==> src/rtl/conv2d_rmst_arb_if.sv <==
// conv2d_rmst_arb_if
//   Bundles the read-master control and user-FIFO signals that sit between the
//   conv2d burst arbiter and the single shared read master.
//   Parameters: AW = byte address/length width, DW = data beat width.
//   Modports:
//     master : arbiter side, drives ctrl_* and read_buffer, receives done/data/available
//     slave  : read-master side, the mirror image
interface conv2d_rmst_arb_if #(
    parameter int AW = 30,
    parameter int DW = 128
);
    logic          rmst_ctrl_fixed_location;
    logic [AW-1:0] rmst_ctrl_read_base;
    logic [AW-1:0] rmst_ctrl_read_length;
    logic          rmst_ctrl_go;
    logic          rmst_ctrl_done;
    logic          rmst_user_read_buffer;
    logic [DW-1:0] rmst_user_buffer_data;
    logic          rmst_user_data_available;

    modport master (
        output rmst_ctrl_fixed_location,
        output rmst_ctrl_read_base,
        output rmst_ctrl_read_length,
        output rmst_ctrl_go,
        input  rmst_ctrl_done,
        output rmst_user_read_buffer,
        input  rmst_user_buffer_data,
        input  rmst_user_data_available
    );

    modport slave (
        input  rmst_ctrl_fixed_location,
        input  rmst_ctrl_read_base,
        input  rmst_ctrl_read_length,
        input  rmst_ctrl_go,
        output rmst_ctrl_done,
        input  rmst_user_read_buffer,
        output rmst_user_buffer_data,
        output rmst_user_data_available
    );
endinterface

==> src/rtl/conv2d_rmst_arb.sv <==
// conv2d_rmst_arb
//   Shares one read master between two conv2d burst requesters:
//   port 0 = weight prefetch, port 1 = input-pixel fetch. Whole bursts are
//   arbitrated, the master is started with a one-cycle go pulse, and returned
//   beats are steered to the granted port with that port's backpressure.
//   Ports:
//     clk, rst                 clock, synchronous active-high reset
//     reqN_valid/base/len      burst request (byte base, byte length, DW/8 aligned)
//     reqN_ready               one-cycle accept pulse
//     rdN_data/valid/ready     returned beat stream for port N
//     rdN_last                 qualifies the final beat of the burst
//     rdN_done                 one-cycle pulse when port N's burst is retired
//     rmst                     read-master interface (master modport)
//   Build option:
//     CONV2D_RMST_ARB_WPRIO_EN  defined   -> fixed priority, port 0 wins ties
//                               undefined -> round-robin between the ports
//
//   state   | meaning
//   --------+---------------------------------------------------------------
//   S_IDLE  | waiting for a request; arbitrates and latches base/length
//   S_GO    | issues the one-cycle go pulse to the read master
//   S_XFER  | steers FIFO beats to the granted port until all are popped
//   S_DRAIN | waits for the master to report done, then pulses rdN_done
module conv2d_rmst_arb #(
    parameter int AW = 30,
    parameter int DW = 128
) (
    input  logic          clk,
    input  logic          rst,
    input  logic          req0_valid,
    input  logic [AW-1:0] req0_base,
    input  logic [AW-1:0] req0_len,
    output logic          req0_ready,
    input  logic          req1_valid,
    input  logic [AW-1:0] req1_base,
    input  logic [AW-1:0] req1_len,
    output logic          req1_ready,
    output logic [DW-1:0] rd0_data,
    output logic          rd0_valid,
    input  logic          rd0_ready,
    output logic          rd0_last,
    output logic          rd0_done,
    output logic [DW-1:0] rd1_data,
    output logic          rd1_valid,
    input  logic          rd1_ready,
    output logic          rd1_last,
    output logic          rd1_done,
    conv2d_rmst_arb_if.master rmst
);
    localparam int LB = $clog2(DW / 8);
    localparam int BW = AW - LB;

    typedef enum logic [1:0] {
        S_IDLE,
        S_GO,
        S_XFER,
        S_DRAIN
    } state_t;

    state_t        state;
    logic          grant;
    logic          last_grant;
    logic [BW-1:0] beats_left;
    logic [1:0]    req_ready_q;
    logic [1:0]    rd_done_q;
    logic          go_q;
    logic          zero_pend;
    logic [AW-1:0] base_q;
    logic [AW-1:0] len_q;

    logic          win;
    logic [AW-1:0] win_base;
    logic [AW-1:0] win_len;
    logic          win_zero;
    logic          arb_en;
    logic          xfer_valid;
    logic          pop;
    logic          last_beat;

    always_comb begin
`ifdef CONV2D_RMST_ARB_WPRIO_EN
        win = ~req0_valid;
`else
        if (req0_valid && req1_valid) begin
            win = ~last_grant;
        end else begin
            win = ~req0_valid;
        end
`endif
    end

    assign win_base = win ? req1_base : req0_base;
    assign win_len  = win ? req1_len  : req0_len;
    assign win_zero = (win_len[AW-1:LB] == '0);

    // The accepted requester still holds valid during its ready cycle, and a
    // zero-length grant still owes its done pulse, so hold off arbitration
    // until both have passed; likewise for the done pulse after a burst.
    assign arb_en = (state == S_IDLE) && (req0_valid || req1_valid) &&
                    (req_ready_q == 2'b00) && !zero_pend && (rd_done_q == 2'b00);

    assign xfer_valid = (state == S_XFER) && rmst.rmst_user_data_available &&
                        (beats_left != '0);
    assign last_beat  = (beats_left == BW'(1));
    assign pop        = xfer_valid && (grant ? rd1_ready : rd0_ready);

    always_ff @(posedge clk) begin
        if (rst) begin
            state       <= S_IDLE;
            grant       <= 1'b0;
            last_grant  <= 1'b1;
            beats_left  <= '0;
            req_ready_q <= 2'b00;
            rd_done_q   <= 2'b00;
            go_q        <= 1'b0;
            zero_pend   <= 1'b0;
            base_q      <= '0;
            len_q       <= '0;
        end else begin
            req_ready_q <= 2'b00;
            rd_done_q   <= 2'b00;
            go_q        <= 1'b0;
            zero_pend   <= 1'b0;
            if (zero_pend) begin
                rd_done_q[grant] <= 1'b1;
            end
            case (state)
                S_IDLE: begin
                    if (arb_en) begin
                        req_ready_q[win] <= 1'b1;
                        grant            <= win;
                        base_q           <= win_base;
                        len_q            <= win_len;
                        beats_left       <= win_len[AW-1:LB];
                        if (win_zero) begin
                            zero_pend  <= 1'b1;
                            last_grant <= win;
                        end else begin
                            state <= S_GO;
                        end
                    end
                end
                S_GO: begin
                    go_q  <= 1'b1;
                    state <= S_XFER;
                end
                S_XFER: begin
                    if (pop) begin
                        beats_left <= beats_left - BW'(1);
                    end
                    if ((beats_left == '0) || (pop && last_beat)) begin
                        state <= S_DRAIN;
                    end
                end
                S_DRAIN: begin
                    // Only reached after at least one XFER cycle, so a done
                    // level left over from the previous idle period has
                    // already been stepped past.
                    if (rmst.rmst_ctrl_done) begin
                        rd_done_q[grant] <= 1'b1;
                        last_grant       <= grant;
                        state            <= S_IDLE;
                    end
                end
                default: state <= S_IDLE;
            endcase
        end
    end

    assign req0_ready = req_ready_q[0];
    assign req1_ready = req_ready_q[1];
    assign rd0_done   = rd_done_q[0];
    assign rd1_done   = rd_done_q[1];

    assign rd0_data  = rmst.rmst_user_buffer_data;
    assign rd1_data  = rmst.rmst_user_buffer_data;
    assign rd0_valid = xfer_valid && !grant;
    assign rd1_valid = xfer_valid && grant;
    assign rd0_last  = xfer_valid && !grant && last_beat;
    assign rd1_last  = xfer_valid && grant && last_beat;

    assign rmst.rmst_ctrl_fixed_location = 1'b0;
    assign rmst.rmst_ctrl_read_base      = base_q;
    assign rmst.rmst_ctrl_read_length    = len_q;
    assign rmst.rmst_ctrl_go             = go_q;
    assign rmst.rmst_user_read_buffer    = pop;
endmodule
==> src/flat_wrapper.sv <==
// flat-port wrapper written by rule: the top's interface ports become plain ports
module conv2d_rmst_arb_flat 
#(
    parameter int AW = 30,
    parameter int DW = 128
)
  (clk, rst, req0_valid, req0_base, req0_len, req0_ready, req1_valid, req1_base, req1_len, req1_ready, rd0_data, rd0_valid, rd0_ready, rd0_last, rd0_done, rd1_data, rd1_valid, rd1_ready, rd1_last, rd1_done, rmst_rmst_ctrl_fixed_location, rmst_rmst_ctrl_read_base, rmst_rmst_ctrl_read_length, rmst_rmst_ctrl_go, rmst_rmst_ctrl_done, rmst_rmst_user_read_buffer, rmst_rmst_user_buffer_data, rmst_rmst_user_data_available);
  conv2d_rmst_arb_if #(.AW(AW), .DW(DW)) rmst_i ();
  input  logic clk;
  input  logic rst;
  input  logic req0_valid;
  input  logic [AW-1:0] req0_base;
  input  logic [AW-1:0] req0_len;
  output logic req0_ready;
  input  logic req1_valid;
  input  logic [AW-1:0] req1_base;
  input  logic [AW-1:0] req1_len;
  output logic req1_ready;
  output logic [DW-1:0] rd0_data;
  output logic rd0_valid;
  input  logic rd0_ready;
  output logic rd0_last;
  output logic rd0_done;
  output logic [DW-1:0] rd1_data;
  output logic rd1_valid;
  input  logic rd1_ready;
  output logic rd1_last;
  output logic rd1_done;
  output wire logic [$bits(rmst_i.rmst_ctrl_fixed_location)-1:0] rmst_rmst_ctrl_fixed_location;
  output wire logic [$bits(rmst_i.rmst_ctrl_read_base)-1:0] rmst_rmst_ctrl_read_base;
  output wire logic [$bits(rmst_i.rmst_ctrl_read_length)-1:0] rmst_rmst_ctrl_read_length;
  output wire logic [$bits(rmst_i.rmst_ctrl_go)-1:0] rmst_rmst_ctrl_go;
  input wire logic [$bits(rmst_i.rmst_ctrl_done)-1:0] rmst_rmst_ctrl_done;
  output wire logic [$bits(rmst_i.rmst_user_read_buffer)-1:0] rmst_rmst_user_read_buffer;
  input wire logic [$bits(rmst_i.rmst_user_buffer_data)-1:0] rmst_rmst_user_buffer_data;
  input wire logic [$bits(rmst_i.rmst_user_data_available)-1:0] rmst_rmst_user_data_available;
  assign rmst_rmst_ctrl_fixed_location = rmst_i.rmst_ctrl_fixed_location;
  assign rmst_rmst_ctrl_read_base = rmst_i.rmst_ctrl_read_base;
  assign rmst_rmst_ctrl_read_length = rmst_i.rmst_ctrl_read_length;
  assign rmst_rmst_ctrl_go = rmst_i.rmst_ctrl_go;
  assign rmst_i.rmst_ctrl_done = rmst_rmst_ctrl_done;
  assign rmst_rmst_user_read_buffer = rmst_i.rmst_user_read_buffer;
  assign rmst_i.rmst_user_buffer_data = rmst_rmst_user_buffer_data;
  assign rmst_i.rmst_user_data_available = rmst_rmst_user_data_available;
  conv2d_rmst_arb #(.AW(AW), .DW(DW)) u_core (.clk(clk), .rst(rst), .req0_valid(req0_valid), .req0_base(req0_base), .req0_len(req0_len), .req0_ready(req0_ready), .req1_valid(req1_valid), .req1_base(req1_base), .req1_len(req1_len), .req1_ready(req1_ready), .rd0_data(rd0_data), .rd0_valid(rd0_valid), .rd0_ready(rd0_ready), .rd0_last(rd0_last), .rd0_done(rd0_done), .rd1_data(rd1_data), .rd1_valid(rd1_valid), .rd1_ready(rd1_ready), .rd1_last(rd1_last), .rd1_done(rd1_done), .rmst(rmst_i));
endmodule
==> config.mk <==
export PLATFORM = sky130hd
export DESIGN_NAME = conv2d_rmst_arb_flat
export DESIGN_NICKNAME = d
export VERILOG_FILES = /design/src/rtl/conv2d_rmst_arb_if.sv /design/src/rtl/conv2d_rmst_arb.sv /design/src/flat_wrapper.sv
export SDC_FILE = /design/constraint.sdc
export NUM_CORES = 1
export LEC_CHECK = 0
export BUFFER_PORTS_ARGS = -buffer_cell sky130_fd_sc_hd__buf_2
export CAP_MARGIN = 20
export CORE_AREA = 4 4 224 226
export DETAILED_ROUTE_END_ITERATION = 8
export DIE_AREA = 0 0 228 230
export SYNTH_ARGS = -nofsm -noshare
export SYNTH_HDL_FRONTEND = slang
export SYNTH_SLANG_ARGS = --single-unit
export TNS_END_PERCENT = 10
==> constraint.sdc <==
create_clock -name clk -period 2.6 [get_ports clk]
set_input_delay 0.39 -clock clk [delete_from_list [all_inputs] [get_ports clk]]
set_output_delay 0.39 -clock clk [all_outputs]
set_load 0.02 [all_outputs]
# After elaboration in Yosys (flattened, before gate mapping)
# Cells that the tools add are included.
totals:
  ff_bits: 96
  inputBits: 256
  elab_cells: 88
op_classes:
  eq_ne: 10
  mux: 26
  bitwise_logic: 5
  reduce_logical: 32
  add_sub_neg: 1
  n_lt_le_gt_ge: 4
ops:
  columns: ["op", "n"]
  rows:
  - ["$mux 30", 2]
  - ["$logic_not 26->1", 2]
  - ["$mux 26", 2]
  - ["$pmux 26 s2", 1]
  - ["$eq 26x1->1 const B", 1]
  - ["$reduce_bool 26->1", 1]
  - ["$sub 26x1->26 const B", 1]
  - ["$mux 2", 8]
  - ["$logic_and 1x1->1", 15]
  - ["$mux 1", 9]
  - ["$pmux 2 s4", 1]
  - ["$reduce_and 4->1", 2]
  - ["$logic_not 2->1", 3]
  - ["$ne 2x1->1 const B", 3]
  - ["$ne 2x2->1 const B", 3]
  - ["$eq 2x2->1 const B", 2]
  - ["$lt 1x2->1 const B", 2]
  - ["$not 1->1", 4]
  - ["$reduce_bool 2->1", 2]
  - ["$reduce_and 3->1", 1]
  - ["$reduce_or 3->1", 1]
  - ["$demux 1 s1", 2]
  - ["$eq 2x1->1 const B", 1]
  - ["$ge 1x1->1 const B", 2]
  - ["5 further kinds", 7]

# Logic depth before layout (Yosys ltp)
# Gate-level depths: netlist of run 1.
logic_depth:
  ltp_word: 9
  mapped_depth: 9
  ltp_nobuf: 8

# Least setup slack after synthesis of run 1
# No wires, ideal clock.
synth_path:
  path_kind: "register to output"
  from: "register u_core.beats_left[12]"
  to: "output rd0_last"
  t_arrival_ns: 1.887
  path_slack_ns: 0.323
  path_stages_with_launch: 5
  required_time_ns: 2.210
  path_buffers: 0
  cell_sequence: "dfxtp_1 -> or4_1 -> nor3_1 -> nand3_1 -> nor3_1"
synth_via:
  elab_chain_cells: 4
  word_cells_on_any_way: 5
  cone_classes: "eq/ne (1); reduce/logical (4)"
synth_rtl:
  columns: ["element", "line_no", "source"]
  rows:
  - ["from (decl)", "conv2d_rmst_arb.sv:63", "logic [BW-1:0] beats_left;"]
  - ["from (signal assigned)", "conv2d_rmst_arb.sv:134", "beats_left <= win_len[AW-1:LB];"]
  - ["from (signal assigned)", "conv2d_rmst_arb.sv:149", "beats_left <= beats_left - BW'(1);"]
  - ["$reduce_bool 26->1", "conv2d_rmst_arb.sv:103", "(beats_left != '0);"]
  - ["$logic_and 1x1->1", "conv2d_rmst_arb.sv:102", "assign xfer_valid = (state == S_XFER) && rmst.rmst_user_data_available &&"]
  - ["$logic_and 1x1->1", "conv2d_rmst_arb.sv:179", "assign rd0_last = xfer_valid && !grant && last_beat;"]
  - ["$logic_and 1x1->1 *", "conv2d_rmst_arb.sv:179", null]
  - ["to (decl)", "flat_wrapper.sv:22", "output logic rd0_last;"]
# Mark *: on every way between the ends. The rest lies on a longest branch, timed or not.

# Worst setup path in the final report of run 1
layout_path:
  from: "register u_core.beats_left[11]"
  to: "output rmst_rmst_user_read_buffer"
layout_via:
  elab_chain_cells: 3
layout_rtl:
  columns: ["element", "line_no", "source"]
  rows:
  - ["$reduce_bool 26->1", "conv2d_rmst_arb.sv:103", null]
  - ["$logic_and 1x1->1", "conv2d_rmst_arb.sv:102", null]
  - ["$logic_and 1x1->1", "conv2d_rmst_arb.sv:105", "assign pop = xfer_valid && (grant ? rd1_ready : rd0_ready);"]
  - ["to (decl)", "flat_wrapper.sv:34", "output wire logic [$bits(rmst_i.rmst_user_read_buffer)-1:0] rmst_rmst_user_read_buffer;"]
# No other way between the ends.

==> flow_summary.json, run 1 <==
{
  "outcome": "finished clean",
  "gp_congestion": 0.877,
  "leakage_uw": 0.00307,
  "endpoint_kind": "primary output",
  "layoutNonFillerInstCount": 1436,
  "die_area_um2": 52400,
  "route.vias.total": 5698,
  "start_util_pct": 14.4,
  "worst_ep_arrival_time_ns": 2.17,
  "area_growth_pct": 5.78,
  "root_buffer": "clkbuf_16",
  "ff2ff_setup_slack_ns": 0.14,
  "syn_nets": 1119,
  "rows": 81,
  "yosys.cell_count.top_type": "buf_4",
  "dr.pass1.iters": 5,
  "clk_latency_ns": 0.38,
  "period_share_pct": 98.3,
  "synth_common_cells": "259 x buf_4, 100 x nor2_1, 96 x dfxtp_1",
  "worstSetupPathType": "reg2out",
  "synth_area_leader_cell": "buf_4",
  "maxSlewViolCount": 0,
  "ys_ff_latch": 96,
  "finalNetCount": 1072,
  "syn_area_per_cell_um2": 8.15,
  "hold_violations": 0,
  "r2r_start": "u_core.beats_left[11]",
  "clock_skew_ns": 0.0188,
  "die_width_um": 228,
  "stdcell_area_um2": 7380,
  "antenna_found_initial": 4,
  "start_kind": "flip-flop",
  "grt_max_degree": 95,
  "cts_tree": "built",
  "gr-usage-all-layers_pct": 9.10,
  "drt_iter0_markers": 353,
  "dp_hpwl_um": 20500,
  "hold_end": "u_core.rmst.rmst_ctrl_read_base[28]",
  "yosysWarnings": 0,
  "htreeDepth": 3,
  "powerDensity_nw_per_um2": 1060,
  "ioPinCount": 583,
  "setup_viol": 0,
  "synth_edf_count": 0,
  "synth.top_cell.area_share_pct": 27.9,
  "grt-ovfl-total": 0,
  "hold_depth": 3,
  "cts_hold_buf": 0,
  "min_from": "req0_base[28]",
  "reg2regPathDepth": 8,
  "drt-wirelength-per-cell_um": 17.5,
  "ys_seq_area_share_pct": 27.6,
  "syn_area_um2": 6970,
  "cap_violations": 0,
  "wl_um": 25100,
  "fillers": 5450,
  "clk_pin_slew_worst_paths_ns": 0.08,
  "path_max_fanout": 4,
  "crit_required_ns": 2.21,
  "grt_pass1_wl_um": 35700,
  "port_buffers": 197,
  "setup_tns_ns": 0,
  "ant_nets": 0,
  "n_antenna_cell": 0,
  "grt_pass1_vias": 5598,
  "synth.area.top_cells": "buf_4 28%, dfxtp_1 28%, mux2i_1 8.6%",
  "synth_cells": 856,
  "vdd_ir_drop_max_uv": 444,
  "async_flop_share_pct": 0,
  "cts_num_sinks": 96,
  "place_inst": 1413,
  "synth.distinct_cells": 55,
  "fin_util_pct": 15.3,
  "hold_path.class": "in2reg",
  "cts.path.max_buffers": 2,
  "die_h_um": 230,
  "placed_cell_area_um2": 6970,
  "p_total_uw": 7830,
  "slew-limit-headroom_pct": 52.9,
  "cts_buffers": 9,
  "drc": 0,
  "drive_above_1_share_pct": 34.9,
  "post-route-min-period_ns": 2.56,
  "worstReg2RegEnd": "u_core.beats_left[12]",
  "vias_per_cell": 3.97,
  "core_um2": 48300,
  "rsz0062_at_grt": "true",
  "max_freq_ghz": 0.391,
  "ys.flop_type": "dfxtp_1",
  "worst_pin_slew_ns": 0.687
}
-- per-stage QoR --
stage,hold slack (ns),setup WS [ns]
finish,0.359,0.0444
global route,0.344,-0.0414
CTS,0.329,-0.0330
detailed placement,0.480,0.0860
global placement,0.472,0.133
floorplan,0.453,0.323
-- area by class of cell --
cell class	instances	area, um2	area share (%)
timing repair buffer	242	1370	18.6
tap	622	778	10.5
inverter	9	33.8	0.458
sequential	96	1930	26.1
multi-input combinational	451	2970	40.3
clock inverter	7	72.6	0.984
clock buffer	9	225	3.05
-- routing by layer --
metal | global-route usage, % | routed length (um)
met1 | 10.4 | 9740
met2 | 13.9 | 11200
met3 | 5.18 | 3210
met4 | 3.90 | 934
met5 | 0 | 28
-- sequential cells by signal, indices dropped and copies added (netlist names) --
name                               cells
u_core.beats_left                     26
u_core.grant                           1
u_core.last_grant                      1
u_core.rd_done_q                       2
u_core.req_ready_q                     2
u_core.rmst.rmst_ctrl_go               1
u_core.rmst.rmst_ctrl_read_base       30
u_core.rmst.rmst_ctrl_read_length     30
u_core.state                           2
u_core.zero_pend                       1
-- worst max-delay path by stage --
stage | startpoint | end | slack [ns] | cells past startpoint
2_1_floorplan | u_core.beats_left[12] | rd0_last | 0.32 | 4
3_3_place_gp | req1_valid | u_core.last_grant | 0.13 | 8
6_report | u_core.beats_left[11] | rmst_rmst_user_read_buffer | 0.04 | 5
4_1_cts | u_core.beats_left[12] | rd1_valid | -0.03 | 6
5_1_grt | u_core.beats_left[11] | rmst_rmst_user_read_buffer | -0.04 | 5
3_5_place_dp | u_core.beats_left[8] | rmst_rmst_user_read_buffer | 0.09 | 5
-- critical path, stage by stage, from the launching register on --
cell     delay (ns)
dfxtp_2        0.34
or4_4          0.57
nor4_4         0.34
nand4_4        0.17
and4_4         0.24
buf_6          0.13
-- placed cells by master, fill, tap and decap left out, types with 3 or more instances in the layout --
| cell type | n |
|---|---|
| nor4_1 | 18 |
| a211oi_1 | 61 |
| o21ai_0 | 17 |
| o21ai_1 | 7 |
| o32ai_1 | 5 |
| a31oi_1 | 8 |
| o31ai_1 | 3 |
| o211ai_1 | 4 |
| or2_2 | 4 |
| or4_4 | 4 |
| nor3_1 | 17 |
| nand4_1 | 7 |
| buf_2 | 195 |
| dfxtp_1 | 93 |
| nand2b_1 | 8 |
| a21oi_1 | 24 |
| mux2_2 | 3 |
| nor2_1 | 100 |
| nor2b_1 | 4 |
| or4_1 | 3 |
| mux2i_1 | 60 |
| nand3_1 | 16 |
| inv_1 | 8 |
| buf_4 | 43 |
| dfxtp_2 | 3 |
| or3_1 | 8 |
| clkbuf_16 | 9 |
| ha_1 | 7 |
| buf_12 | 3 |
| nand2_1 | 25 |
-- power by group --
part	internal [uW]	switching (uW)	total (uW)
Combinational	1530	2620	4150
Clock	680	695	1370
Sequential	1980	328	2310
-- repair_timing --
| item | in CTS | in global routing |
|---|---|---|
| setup endpoints to repair | 5 | 5 |
| gates resized for setup | 11 | 5 |
| pin swaps | 5 | 4 |
| buffers inserted | 4 | 3 |
-- cell families after synthesis --
| family | synth area share, % |
|---|---|
| adder cells (fa/ha/maj) | 1.26 |
| AND/OR/NAND/NOR | 16.6 |
| other | 0.0538 |
| multiplexers | 9.10 |
| buffers and inverters | 30.7 |
| AO/OA/AOI/OAI | 14.7 |
| flip-flops | 27.6 |
Power figures use the tool's default switching activity.
==> inputs of run 2 (changes only) <==
==> constraint.sdc (replaced) <==
create_clock -name clk -period 2.6 [get_ports clk]
set_input_delay 0.13 -clock clk [delete_from_list [all_inputs] [get_ports clk]]
set_output_delay 0.13 -clock clk [all_outputs]
set_load 0.02 [all_outputs]
==> run 2 against run 1 <==
Setup slack improved by 0.098 ns. Hold slack got worse by 0.25 ns. Via count fell by 0.40%. Combinational power fell by 3%. Sequential power barely moved. Maximum frequency rose by 4.0%. Clock power rose by 6%. Critical path depth rose by 1. Final area fell by 1.8%. Total power fell by 0.69%. Clock skew fell by 0.0056 ns. Global-route usage barely moved.
==> flow_summary.json, run 2 (synthesized netlist as in run 1, its figures left out) <==
{
  "period_share_pct": 94.5,
  "ioPinCount": 583,
  "drive_above_1_share_pct": 33.3,
  "cts_hold_buf": 0,
  "placed_cell_area_um2": 6900,
  "endpoint_kind": "primary output",
  "worst_pin_slew_ns": 0.595,
  "grt-ovfl-total": 0,
  "dr.pass1.iters": 5,
  "rsz0062_at_grt": "false",
  "cap_violations": 0,
  "fillers": 5480,
  "start_kind": "flip-flop",
  "port_buffers": 197,
  "cp-startpoint": "u_core.beats_left[8]",
  "core_um2": 48300,
  "drt_iter0_markers": 360,
  "register_area_um2": 1920,
  "cts.path.max_buffers": 2,
  "post-route-min-period_ns": 2.46,
  "final_common_cell": "buf_2",
  "drc": 0,
  "finalNetCount": 1060,
  "clk_latency_ns": 0.37,
  "root_buffer": "clkbuf_16",
  "hold_ws_ns": 0.107,
  "hold_depth": 3,
  "place_inst": 1407,
  "worstReg2RegEnd": "u_core.beats_left[16]",
  "p_total_uw": 7780,
  "layoutNonFillerInstCount": 1425,
  "antenna_found_initial": 5,
  "crit_required_ns": 2.47,
  "max_freq_ghz": 0.407,
  "die_h_um": 230,
  "final_cell_mix": "196 x buf_2, 100 x nor2_1, 96 x dfxtp_1",
  "r2r_start": "u_core.beats_left[8]",
  "cts_tree": "built",
  "rows": 81,
  "htreeDepth": 3,
  "area_growth_pct": 3.91,
  "clk_pin_slew_worst_paths_ns": 0.07,
  "grt_pass1_wl_um": 36000,
  "die_width_um": 228,
  "vdd_ir_drop_max_uv": 359,
  "gp_congestion": 0.846,
  "grt_pass1_vias": 5637,
  "powerDensity_nw_per_um2": 1070,
  "wl_um": 25300,
  "clock_skew_ns": 0.0132,
  "slew-limit-headroom_pct": 59.2,
  "multi_input_area_um2": 2950,
  "outcome": "finished clean",
  "worstSetupPathType": "reg2out",
  "gr-usage-all-layers_pct": 9.15,
  "reg2regPathDepth": 7,
  "drt-wirelength-per-cell_um": 17.7,
  "hold_end": "u_core.rmst.rmst_ctrl_read_base[14]",
  "cts_buffers": 9,
  "ff2ff_setup_slack_ns": 0.18,
  "cts_num_sinks": 96,
  "leakage_uw": 0.00300,
  "setup_viol": 0,
  "vias_per_cell": 3.98,
  "setup_tns_ns": 0,
  "hold_violations": 0,
  "maxSlewViolCount": 0,
  "grt_max_degree": 95,
  "worst_ep_arrival_time_ns": 2.33,
  "path_max_fanout": 7,
  "min_from": "req0_base[14]",
  "stdcell_area_um2": 7250,
  "route.vias.total": 5675,
  "ant_nets": 0,
  "die_area_um2": 52400,
  "dp_hpwl_um": 20400,
  "start_util_pct": 14.4,
  "hold_path.class": "in2reg"
}
-- run 2: final cells by class --
cell class | instances | area share (%)
clock buffer | 11 | 3.49
timing repair buffer | 230 | 17.2
sequential | 96 | 26.5
multi-input combinational | 451 | 40.7
tap | 622 | 10.7
antenna | 1 | 0.0345
clock inverter | 5 | 0.863
inverter | 9 | 0.466
-- run 2: report_power, final --
part,internal [uW],switching (uW)
clock network,805,641
logic,1420,2600
registers,1980,335
total,4200,3580
-- run 2: metal layers --
layer  global-route usage (%)  routed length, um  vias up
met5                        0                 34        -
met4                     3.48                881        6
met3                     5.17               3460      112
met2                     14.3              11300      379
met1                     10.4               9610     2537
li1                         -                  -     2641
-- run 2: metrics by stage --
step / worst slack (ns) / util, %
floorplan: 0.374 / -
global placement: 0.194 / 14.3
detailed placement: 0.148 / 14.3
CTS: -0.0144 / 15.0
global route: 0.00859 / 15.0
finish: 0.143 / 15.0
-- run 2: critical path: stages (launching register included) --
cell,delay [ns]
dfxtp_1,0.36
or4_4,0.60
nor4_4,0.32
nand4_4,0.22
nand3_1,0.24
nor2_1,0.06
buf_2,0.16
-- run 2: how the worst max path moves through the flow --
stage                                      end
finish                               rd1_valid
global route                         rd1_valid
CTS                 rmst_rmst_user_read_buffer
detailed placement       u_core.beats_left[19]
global placement         u_core.beats_left[18]
floorplan                 u_core.beats_left[3]
-- run 2: timing repair --
action	CTS	global route
pin swaps	1	2
resized for setup	4	3
setup buffers	1	0
setup endpoints to repair	3	16
cloned	0	0
